File: src/rtl/product_streamer.sv
// Streams pixel x weight products for one layer pass, one neuron at a time,
// handing each neuron's NPIXEL products to an external accumulator.
//
// state     | meaning
// IDLE      | waiting for start
// STREAM    | issuing pixel/weight addresses, one pair per cycle
// DRAIN     | two cycles letting the ROM/product pipeline empty
// WAIT_BIAS | holding until the accumulator signals add_bias
module product_streamer #(
  parameter int NWBITS      = 16,
  parameter int NPIXEL      = 784,
  parameter int COUNT_BIT1  = 10,
  parameter int PIXEL_BITS  = 8,
  parameter int NNEURON     = 10,
  parameter int NEURON_BITS = 4,
  parameter int WADDR_BITS  = 13
) (
  input  logic                   clk,
  input  logic                   reset,
  input  logic                   start,
  output logic [COUNT_BIT1-1:0]  pixel_addr,
  input  logic [PIXEL_BITS-1:0]  pixel_data,
  output logic [WADDR_BITS-1:0]  weight_addr,
  input  logic [NWBITS-1:0]      weight_data,
  output logic                   start_multiply,
  output logic [NWBITS-1:0]      partial_product,
  input  logic                   add_bias,
  output logic [NEURON_BITS-1:0] neuron_idx,
  output logic                   busy,
  output logic                   done
);

  localparam logic [COUNT_BIT1-1:0]  LAST_PIXEL  = COUNT_BIT1'(NPIXEL - 1);
  localparam logic [NEURON_BITS-1:0] LAST_NEURON = NEURON_BITS'(NNEURON - 1);
  localparam logic [COUNT_BIT1-1:0]  PIX_ONE     = COUNT_BIT1'(1);
  localparam logic [WADDR_BITS-1:0]  W_ONE       = WADDR_BITS'(1);
  localparam logic [NEURON_BITS-1:0] N_ONE       = NEURON_BITS'(1);

  typedef enum logic [1:0] {IDLE, STREAM, DRAIN, WAIT_BIAS} state_t;

  state_t state, state_next;
  logic   drain_cnt;
  logic   last_pixel;

  // Pipeline tags: address issued -> ROM data present -> data captured -> product out.
  logic issue_q, first_q, load_q, load_first_q;
  logic [PIXEL_BITS-1:0] pixel_q;
  logic [NWBITS-1:0]     weight_q;

  logic [NWBITS+PIXEL_BITS-1:0]        w_ext, p_ext;
  logic signed [NWBITS+PIXEL_BITS-1:0] prod_full;
  logic                                prod_unused;

  assign last_pixel = (pixel_addr == LAST_PIXEL);
  assign busy       = (state != IDLE);

  always_ff @(posedge clk) begin
    if (reset) state <= IDLE;
    else       state <= state_next;
  end

  always_comb begin
    state_next = state;
    case (state)
      IDLE:      if (start) state_next = STREAM;
      STREAM:    if (last_pixel) state_next = DRAIN;
      DRAIN:     if (drain_cnt == 1'b0) state_next = WAIT_BIAS;
      WAIT_BIAS: if (add_bias) state_next = (neuron_idx == LAST_NEURON) ? IDLE : STREAM;
      default:   state_next = IDLE;
    endcase
  end

  // weight_addr holds on the last pixel so the next neuron resumes at n*NPIXEL.
  always_ff @(posedge clk) begin
    if (reset) begin
      pixel_addr  <= '0;
      weight_addr <= '0;
      neuron_idx  <= '0;
      drain_cnt   <= 1'b0;
      done        <= 1'b0;
    end else begin
      done <= 1'b0;
      case (state)
        IDLE: begin
          if (start) begin
            pixel_addr  <= '0;
            weight_addr <= '0;
            neuron_idx  <= '0;
          end
        end
        STREAM: begin
          if (last_pixel) begin
            pixel_addr <= '0;
            drain_cnt  <= 1'b1;
          end else begin
            pixel_addr  <= pixel_addr + PIX_ONE;
            weight_addr <= weight_addr + W_ONE;
          end
        end
        DRAIN: begin
          if (drain_cnt != 1'b0) drain_cnt <= 1'b0;
        end
        WAIT_BIAS: begin
          if (add_bias) begin
            if (neuron_idx == LAST_NEURON) begin
              neuron_idx <= '0;
              done       <= 1'b1;
            end else begin
              neuron_idx  <= neuron_idx + N_ONE;
              weight_addr <= weight_addr + W_ONE;
            end
          end
        end
        default: ;
      endcase
    end
  end

  // Pixel is zero-extended; the product always fits in NWBITS+PIXEL_BITS signed bits.
  assign w_ext       = {{PIXEL_BITS{weight_q[NWBITS-1]}}, weight_q};
  assign p_ext       = {{NWBITS{1'b0}}, pixel_q};
  assign prod_full   = $signed(w_ext) * $signed(p_ext);
  assign prod_unused = ^prod_full[PIXEL_BITS-1:0];

  always_ff @(posedge clk) begin
    if (reset) begin
      issue_q         <= 1'b0;
      first_q         <= 1'b0;
      load_q          <= 1'b0;
      load_first_q    <= 1'b0;
      pixel_q         <= '0;
      weight_q        <= '0;
      start_multiply  <= 1'b0;
      partial_product <= '0;
    end else begin
      issue_q         <= (state == STREAM);
      first_q         <= (state == STREAM) && (pixel_addr == '0);
      load_q          <= issue_q;
      load_first_q    <= first_q;
      pixel_q         <= pixel_data;
      weight_q        <= weight_data;
      start_multiply  <= load_first_q;
      partial_product <= load_q ? prod_full[NWBITS+PIXEL_BITS-1:PIXEL_BITS] : '0;
    end
  end

endmodule

File: config.mk
export PLATFORM = sky130hd
export DESIGN_NAME = product_streamer
export DESIGN_NICKNAME = d
export VERILOG_FILES = /design/src/rtl/product_streamer.sv
export SDC_FILE = /design/constraint.sdc
export NUM_CORES = 1
export LEC_CHECK = 0
export BUFFER_PORTS_ARGS = -buffer_cell sky130_fd_sc_hd__buf_4
export CAP_MARGIN = 10
export CORE_ASPECT_RATIO = 1.1
export CORE_UTILIZATION = 60
export DETAILED_ROUTE_END_ITERATION = 12
export GPL_ROUTABILITY_DRIVEN = 0
export PLACE_DENSITY = 0.84
export SLEW_MARGIN = 15
export SYNTH_ARGS = -nofsm -noshare
export SYNTH_HDL_FRONTEND = slang
export SYNTH_SLANG_ARGS = --single-unit
File: constraint.sdc
create_clock -name clk -period 5.5 [get_ports clk]
set_input_delay 0.55 -clock clk [delete_from_list [all_inputs] [get_ports clk]]
set_output_delay 0.55 -clock clk [all_outputs]
set_load 0.01 [all_outputs]
==> results of run 1 <==
## flip-flops by register name, indices dropped and copies added, names as in the netlist
| register | cells |
|---|---|
| done | 1 |
| drain_cnt | 1 |
| first_q | 1 |
| issue_q | 1 |
| load_first_q | 1 |
| load_q | 1 |
| neuron_idx | 4 |
| partial_product | 16 |
| pixel_addr | 10 |
| pixel_q | 8 |
| start_multiply | 1 |
| state | 2 |
| weight_addr | 13 |
| weight_q | 16 |
## cell type report
class / count / area share (%)
Clock buffer: 9 / 2.76
Clock inverter: 7 / 1.23
Inverter: 148 / 6.81
Multi-Input combinational cell: 556 / 61.5
Sequential cell: 76 / 18.7
Tap cell: 150 / 2.30
Timing Repair Buffer: 73 / 6.72
## kinds of logic (layout without fill, tap and decap cells)
kind of cell,Yosys count,after routing,synth area share [%]
compound gates,72,72,7.03
flops,76,76,21.2
buf+inv,168,237,8.81
fa+ha+maj,152,152,36.9
mux,4,4,0.576
xor+xnor,37,37,4.52
simple gates,291,291,20.9
## worst max path at each step
stage,endpoint,slack [ps],cells after the start
after global routing,partial_product[15]$_SDFF_PP0_,450,17
after floorplan,partial_product[13]$_SDFF_PP0_,1040,17
final,partial_product[13]$_SDFF_PP0_,710,15
after detailed placement,partial_product[13]$_SDFF_PP0_,760,15
after CTS,partial_product[13]$_SDFF_PP0_,730,15
after global placement,partial_product[13]$_SDFF_PP0_,860,15
## where the power goes
group          internal (mW)  leakage (nW)  switching (mW)  total, mW
Sequential             0.593         0.620          0.0579      0.651
Combinational          0.290          3.27           0.390      0.680
Clock                  0.401         0.160           0.261      0.662
## synth_stat cells (2+ instances only)
cell type	n	share of area [%]
and3_1	9	0.79
a211oi_1	4	0.42
nor3_1	6	0.42
o22ai_1	2	0.17
nor4b_1	2	0.24
inv_1	148	7.7
a21oi_1	23	1.6
fa_1	99	28
a21boi_1	2	0.21
o21ai_1	4	0.28
nand4_1	10	0.87
xnor2_1	15	1.8
o21ai_0	6	0.42
xor2_1	22	2.7
nand3_1	10	0.70
nand2_1	93	4.9
nor2_1	49	2.6
ha_1	53	9.2
nor2b_1	30	2.6
dfxtp_1	76	21
and4_1	3	0.37
a21o_1	7	0.73
nor3b_1	3	0.31
and2_1	64	5.6
mux2i_1	3	0.42
o21a_1	6	0.63
clkbuf_1	18	0.94
## metrics by stage
step                      hold slack (ps)  worst slack [ps]  std cells  cell area, sq um  util (%)
after detailed placement              429               759       1003              7830      67.8
after global routing                  411               454       1019              8150      70.6
final                                 417               714       1019              8150      70.6
after global placement                419               855       1003              7830      67.8
after CTS                             412               725       1019              8150      70.6
after floorplan                       414              1040        800              7170         -
## per-layer routing
| metal | global-route usage (%) | routed length, um | vias to the layer above |
|---|---|---|---|
| met5 | 0 | 0 | - |
| met4 | 9.07 | 271 | 0 |
| met3 | 5.47 | 874 | 21 |
| met2 | 43.4 | 7080 | 178 |
| met1 | 31.5 | 6220 | 2639 |
| li1 | - | - | 2609 |
==> impl_metrics.ini, run 1 <==
[power_and_ir_drop]
p_leak_nw = 4.05
finalPower_mw = 1.99
pwr_density_cell_mw_per_mm2 = 244
peakVddDrop_mv = 0.310

[finish]
fill_cells = 878
nNetsFinal = 1044
final_cell_mix = inv_1 (148), fa_1 (99), nand2_1 (93), dfxtp_1 (76), buf_4 (73)
multi_input_area_sq_mm = 0.00502
antenna-diode-count = 0
final-seq-area_sq_mm = 0.00152
final_common_cell = inv_1
drive_above_1_share_pct = 11.5
syn_to_final_growth_pct = 13.7

[floorplan]
row_count = 41
die_h_um = 117
dieArea_sq_mm = 0.0124
start_util_pct = 62.1
design.core.area_sq_mm = 0.0115
io_pins = 74
die_w_um = 106

[placed_design]
portBuffers = 73
hpwlAfterDp_um = 11400

[grt]
grt-ovfl-total = 0
grt_pass1_vias = 5281
grt_max_degree = 40
grt_pass1_wl_um = 24600
grt_antenna_before_repair = 0
grt_usage_pct = 25.2

[cts]
post_cts_buffers = 0
cts.sinks = 76
path_clk_slew_ps = 70
htreeDepth = 3
cts_tree = yes
clk_latency_ps = 340
cts_hold_buf = 0
clockBufferDepth = 2
cts-root-buf = clkbuf_16
cts_resized = 0
cts_made_buffers = 9

[worst_setup_path]
slowest_stage = fa_1
max_stage_delay_ps = 610
crit_family = adder cells
r2r_start = pixel_q[4]$_SDFF_PP0_
r2r_slack_ps = 710
worstSetupPathType = reg2reg
cp_num_buf_inv = 4
cp_cell_sequence = and2_1, fa_1, inv_1, fa_1, inv_1, fa_1, inv_1, fa_1, inv_1, ha_1, nand2_1, or4b_1, a21oi_1, o21ai_0, nor3b_1
end_kind = flip-flop
worstPathRequired_ps = 5700
startpoint = pixel_q[4]$_SDFF_PP0_
r2r-end = partial_product[13]$_SDFF_PP0_
crit_fanout = 16
reg2reg_depth = 15
cp.arrival_ps = 4990
cp-start-kind = flip-flop

[timing]
min_period_over_period_pct = 87.0
min_period_ps = 4790
slew_violations = 0
max_freq_mhz = 209
finalClockSkew_ps = 7.76
max_slew_margin_pct = 53.8
hold_viol = 0
fin_setup_tns_ps = 0
setup_viol = 0
worstMarginPinSlew_ps = 693
rsz0062_at_grt = no

[synth]
synthCells = 800
synth-seq-cells = 76
async_reset_ff_share_pct = 0
syn_area_per_cell_sq_um = 8.96
yosys_warnings = 0
synth_edf_count = 0
synthFlopType = dfxtp_1
ys_seq_area_share_pct = 21.2
synth.distinct_cells = 60
syn_area_sq_mm = 0.00717
postSynthNetCount = 980

[drt]
ant_nets = 0
wire_per_inst_um = 14.2
vias_per_cell = 5.35
drc = 0
dr.pass1.iters = 6
num_vias = 5447
drt_iter0_drc = 325
drt_wl_total_um = 14400

[run_status]
status = complete, no violations

[hold_path]
hold_end = weight_q[8]$_SDFF_PP0_
hp-start = weight_data[8]
hold_depth = 2
hold_path.class = in2reg

[run]
cap_viol_max_count = 0
No activity file was read; power rests on OpenSTA's default activity.
==> inputs of run 2 (changes only) <==
Settings changed: CTS_BUF_LIST set to sky130_fd_sc_hd__clkbuf_2 sky130_fd_sc_hd__clkbuf_4 sky130_fd_sc_hd__clkbuf_8, SETUP_SLACK_MARGIN set to 0.2.
==> run 2 against run 1 <==
Net effect: worst hold slack got worse by 38 ps; largest cell class unchanged; fmax up 0.59%; die area unchanged; final area down 1.2%; critical path type unchanged; critical path depth stayed put; register-to-register slack better by 30 ps; total power shrank 8.1%; cell count unchanged; highest routed layer unchanged; non-clock buffer count unchanged.
==> impl_metrics.ini, run 2 (same netlist as run 1, synthesis figures left out) <==
[placed_design]
portBuffers = 73
dpl_worst_slack_ps = 759
hpwlAfterDp_um = 11400
post-place-cells = 1003

[worst_setup_path]
r2r_slack_ps = 740
max_stage_delay_ps = 610
worstPathRequired_ps = 5740
cp_cell_sequence = and2_1, fa_1, inv_1, fa_1, inv_1, fa_1, inv_1, fa_1, inv_1, ha_1, nand2_1, or4b_1, a21oi_1, o21ai_0, nor3b_1
end_kind = flip-flop
crit_family = adder cells
cp_num_buf_inv = 4
cp-start-kind = flip-flop
slowest_stage = fa_1
cp.arrival_ps = 5000
crit_fanout = 16
worstSetupPathType = reg2reg

[power_and_ir_drop]
pwr_density_cell_mw_per_mm2 = 227
peakVddDrop_mv = 0.310
p_leak_nw = 4.00

[grt]
grt_usage_pct = 25.2
grt_antenna_before_repair = 0
grt_pass1_wl_um = 24600
grt-ovfl-total = 0
grt_max_degree = 40
grt_pass1_vias = 5263

[finish]
multi_input_area_sq_mm = 0.00502
final_common_cell = inv_1
syn_to_final_growth_pct = 12.3
nNetsFinal = 1044
final_cell_mix = inv_1 (148), fa_1 (99), nand2_1 (93), dfxtp_1 (76), buf_4 (73)
antenna-diode-count = 0
final-seq-area_sq_mm = 0.00152
fill_cells = 906
drive_above_1_share_pct = 11.5
layout.cells.non_filler = 1019
largestRegisters = partial_product x16, weight_q x16, weight_addr x13

[floorplan]
start_util_pct = 62.1
die_w_um = 106
dieArea_sq_mm = 0.0124
design.core.area_sq_mm = 0.0115
die_h_um = 117
row_count = 41
io_pins = 74

[drt]
wire_per_inst_um = 14.0
dr.pass1.iters = 5
drc = 0
ant_nets = 0
vias_per_cell = 5.31
drt_iter0_drc = 318
num_vias = 5413
drt_wl_total_um = 14300

[timing]
slew_violations = 0
finalClockSkew_ps = 14.4
rsz0062_at_grt = no
worstMarginPinSlew_ps = 670
hold_viol = 0
min_period_ps = 4760
max_freq_mhz = 210
setup_viol = 0
max_slew_margin_pct = 55.3
fin_setup_tns_ps = 0
fin_ws_ps = 742
min_period_over_period_pct = 86.5

[cts]
cts-root-buf = clkbuf_8
clockBufferDepth = 2
post_cts_buffers = 0
cts_made_buffers = 9
path_clk_slew_ps = 100
cts_resized = 0
cts.sinks = 76
htreeDepth = 3
cts_hold_buf = 0
clk_latency_ps = 370
cts_tree = yes

[run_status]
status = complete, no violations

[run]
cap_viol_max_count = 0

[hold_path]
hold_path.class = in2reg
==> run 2: power by group <==
part	switching (mW)	internal, mW
registers	0.0571	0.592
logic	0.390	0.290
clock network	0.243	0.259
total	0.690	1.14
==> run 2: final timing paths <==
kind                                       startpoint                             end  cells past startpoint
worst max-delay path            pixel_q[4]$_SDFF_PP0_  partial_product[13]$_SDFF_PP0_                     15
worst max register to register  pixel_q[4]$_SDFF_PP0_  partial_product[13]$_SDFF_PP0_                     15
worst min-delay path                   weight_data[8]          weight_q[8]$_SDFF_PP0_                      2
worst min register to register     issue_q$_SDFF_PP0_               load_q$_SDFF_PP0_                      1
==> run 2: area by class of cell <==
class                      count  area share (%)
timing repair buffer          73            6.81
clock buffer                   9            1.54
clock inverter                 7            1.24
sequential                    76            18.9
inverter                     148            6.90
multi-input combinational    556            62.3
tap                          150            2.33
==> run 2: layer usage <==
metal  track usage (%)  part of all wire, %  vias to the layer above
li1                  -                    -                     2608
met1              31.5                   43                     2606
met2              43.8                   49                      177
met3              5.47                  6.1                       22
met4              8.06                  1.8                        0
met5                 0                    0                        -
==> run 2: metrics by stage <==
| step | util [%] | power [mW] | hold slack (ps) | area (sq um) |
|---|---|---|---|---|
| floorplan | - | 1.16 | 414 | 7170 |
| global placement | 67.8 | 1.31 | 419 | 7830 |
| detailed placement | 67.8 | 1.34 | 429 | 7830 |
| CTS | 69.8 | 1.84 | 372 | 8050 |
| global route | 69.8 | 1.97 | 371 | 8050 |
| finish | 69.8 | 1.83 | 379 | 8050 |
==> inputs of run 3 (changes only) <==
Settings changed: BUFFER_PORTS_ARGS -buffer_cell sky130_fd_sc_hd__buf_4 to unset, DONT_BUFFER_PORTS set to 1, PLACE_DENSITY 0.84 to 0.76.
==> run 3 against run 2 <==
Net effect: flip-flop and latch count stayed put; wire length is 1.0% higher; global-route usage increased by 0.38 points; combinational power is 8.4% lower; non-clock buffer count shrank 73; critical path depth up 2; worst setup slack worse by 57 ps; sequential power grew 2%; clock power is essentially flat; fmax is 1.2% lower; largest power group is now sequential cells.
==> impl_metrics.ini, run 3 (same netlist as run 1, synthesis figures left out) <==
[hold_path]
hp-start = reset
hold_end = pixel_q[1]$_SDFF_PP0_
hold_depth = 1
hold_path.class = in2reg

[grt]
grt_pass1_wl_um = 24800
grt-ovfl-total = 0
grt_usage_pct = 25.6
grt_max_degree = 40
grt_antenna_before_repair = 0
grt_pass1_vias = 5352

[worst_setup_path]
r2r-end = partial_product[15]$_SDFF_PP0_
worstSetupPathType = reg2reg
worstPathRequired_ps = 5780
r2r_slack_ps = 690
end_kind = flip-flop
crit_fanout = 16
reg2reg_depth = 17
cp.arrival_ps = 5100
cp-start-kind = flip-flop
r2r_start = pixel_q[3]$_SDFF_PP0_

[floorplan]
die_h_um = 117
design.core.area_sq_mm = 0.0115
start_util_pct = 62.1
row_count = 41
die_w_um = 106
dieArea_sq_mm = 0.0124
io_pins = 74

[finish]
nNetsFinal = 971
final_common_cell = inv_1
largestRegisters = partial_product x16, weight_q x16, weight_addr x13
syn_to_final_growth_pct = 4.69
antenna-diode-count = 0
drive_above_1_share_pct = 3.39
final_cell_mix = inv_1 (148), fa_1 (99), nand2_1 (93), dfxtp_1 (76), and2_1 (64)
fill_cells = 965

[placed_design]
dpl_worst_slack_ps = 719
hpwlAfterDp_um = 11600
portBuffers = 0

[timing]
finalClockSkew_ps = 10.3
max_slew_margin_pct = 56.4
setup_viol = 0
min_period_over_period_pct = 87.5
max_freq_mhz = 208
hold_viol = 0
slew_violations = 0
rsz0062_at_grt = no
worstMarginPinSlew_ps = 655
fin_ws_ps = 685
min_period_ps = 4810
fin_setup_tns_ps = 0

[drt]
dr.pass1.iters = 5
wire_per_inst_um = 15.2
drc = 0
num_vias = 5096
ant_nets = 0
drt_wl_total_um = 14400
drt_iter0_drc = 328
vias_per_cell = 5.39

[cts]
cts_made_buffers = 9
path_clk_slew_ps = 90
cts_tree = yes
cts_hold_buf = 0
clockBufferDepth = 2
cts_resized = 0
clk_latency_ps = 360
cts.sinks = 76
htreeDepth = 3
post_cts_buffers = 0
cts-root-buf = clkbuf_8

[power_and_ir_drop]
peakVddDrop_mv = 0.296
p_leak_nw = 3.62
pwr_density_cell_mw_per_mm2 = 238
finalPower_mw = 1.78

[run]
cap_viol_max_count = 0

[run_status]
status = complete, no violations
-- run 3: cell count changes in the layout (fill, tap and decap cells not counted) --
| cell | before | now |
|---|---|---|
| buf_4 | 73 | 0 |
| clkinvlp_4 | 0 | 1 |
| clkbuf_4 | 0 | 2 |
| inv_6 | 1 | 0 |
| clkinv_4 | 3 | 0 |
| clkbuf_8 | 9 | 10 |
-- run 3: routing by layer --
| layer | GRT usage [%] | wire length [um] | vias up |
|---|---|---|---|
| li1 | - | - | 2453 |
| met1 | 31.3 | 6200 | 2469 |
| met2 | 44.4 | 7010 | 152 |
| met3 | 6.31 | 952 | 22 |
| met4 | 8.70 | 257 | 0 |
| met5 | 0 | 0 | - |
-- run 3: worst max-delay path, cell delays in order, from the launching register on --
cell and delay [ps]:
dfxtp_1 480, nand2_1 200, inv_1 100, fa_1 600, inv_1 130, fa_1 540
inv_1 50, fa_1 530, inv_1 60, fa_1 540, inv_1 40, ha_1 370
a21o_1 220, o21ai_0 200, o211ai_1 180, a21oi_1 210, a21oi_1 90, nor3b_1 190
-- run 3: worst max path at each step --
stage	startpoint	endpoint	slack (ps)	cells after the start
after CTS	pixel_q[3]$_SDFF_PP0_	partial_product[13]$_SDFF_PP0_	720	16
after global placement	pixel_q[4]$_SDFF_PP0_	partial_product[13]$_SDFF_PP0_	890	15
after global routing	pixel_q[3]$_SDFF_PP0_	partial_product[13]$_SDFF_PP0_	410	16
after detailed placement	pixel_q[3]$_SDFF_PP0_	partial_product[13]$_SDFF_PP0_	720	16
final	pixel_q[3]$_SDFF_PP0_	partial_product[15]$_SDFF_PP0_	690	17
after floorplan	pixel_q[3]$_SDFF_PP0_	partial_product[13]$_SDFF_PP0_	1040	17
-- run 3: per-stage QoR --
stage	utilization, %	instance area (sq um)	std cells	hold WS [ps]
2_1_floorplan	-	7170	800	414
3_3_place_gp	63.1	7280	930	420
3_5_place_dp	63.1	7280	930	435
4_1_cts	65.0	7510	946	222
5_1_grt	65.0	7510	946	229
6_report	65.0	7510	946	248
-- run 3: cell type report --
cell class	count	area, sq um	share of cell area [%]
Multi-Input combinational cell	556	5020	66.8
Sequential cell	76	1520	20.3
Tap cell	150	188	2.50
Inverter	148	556	7.40
Clock buffer	12	153	2.03
Clock inverter	4	72.6	0.967
-- run 3: power by group --
part,total (mW),leakage [nW],switching (mW),internal [mW]
combinational,0.623,2.89,0.373,0.250
clock,0.502,0.113,0.224,0.278
sequential,0.660,0.620,0.0673,0.592
total,1.78,3.62,0.664,1.12
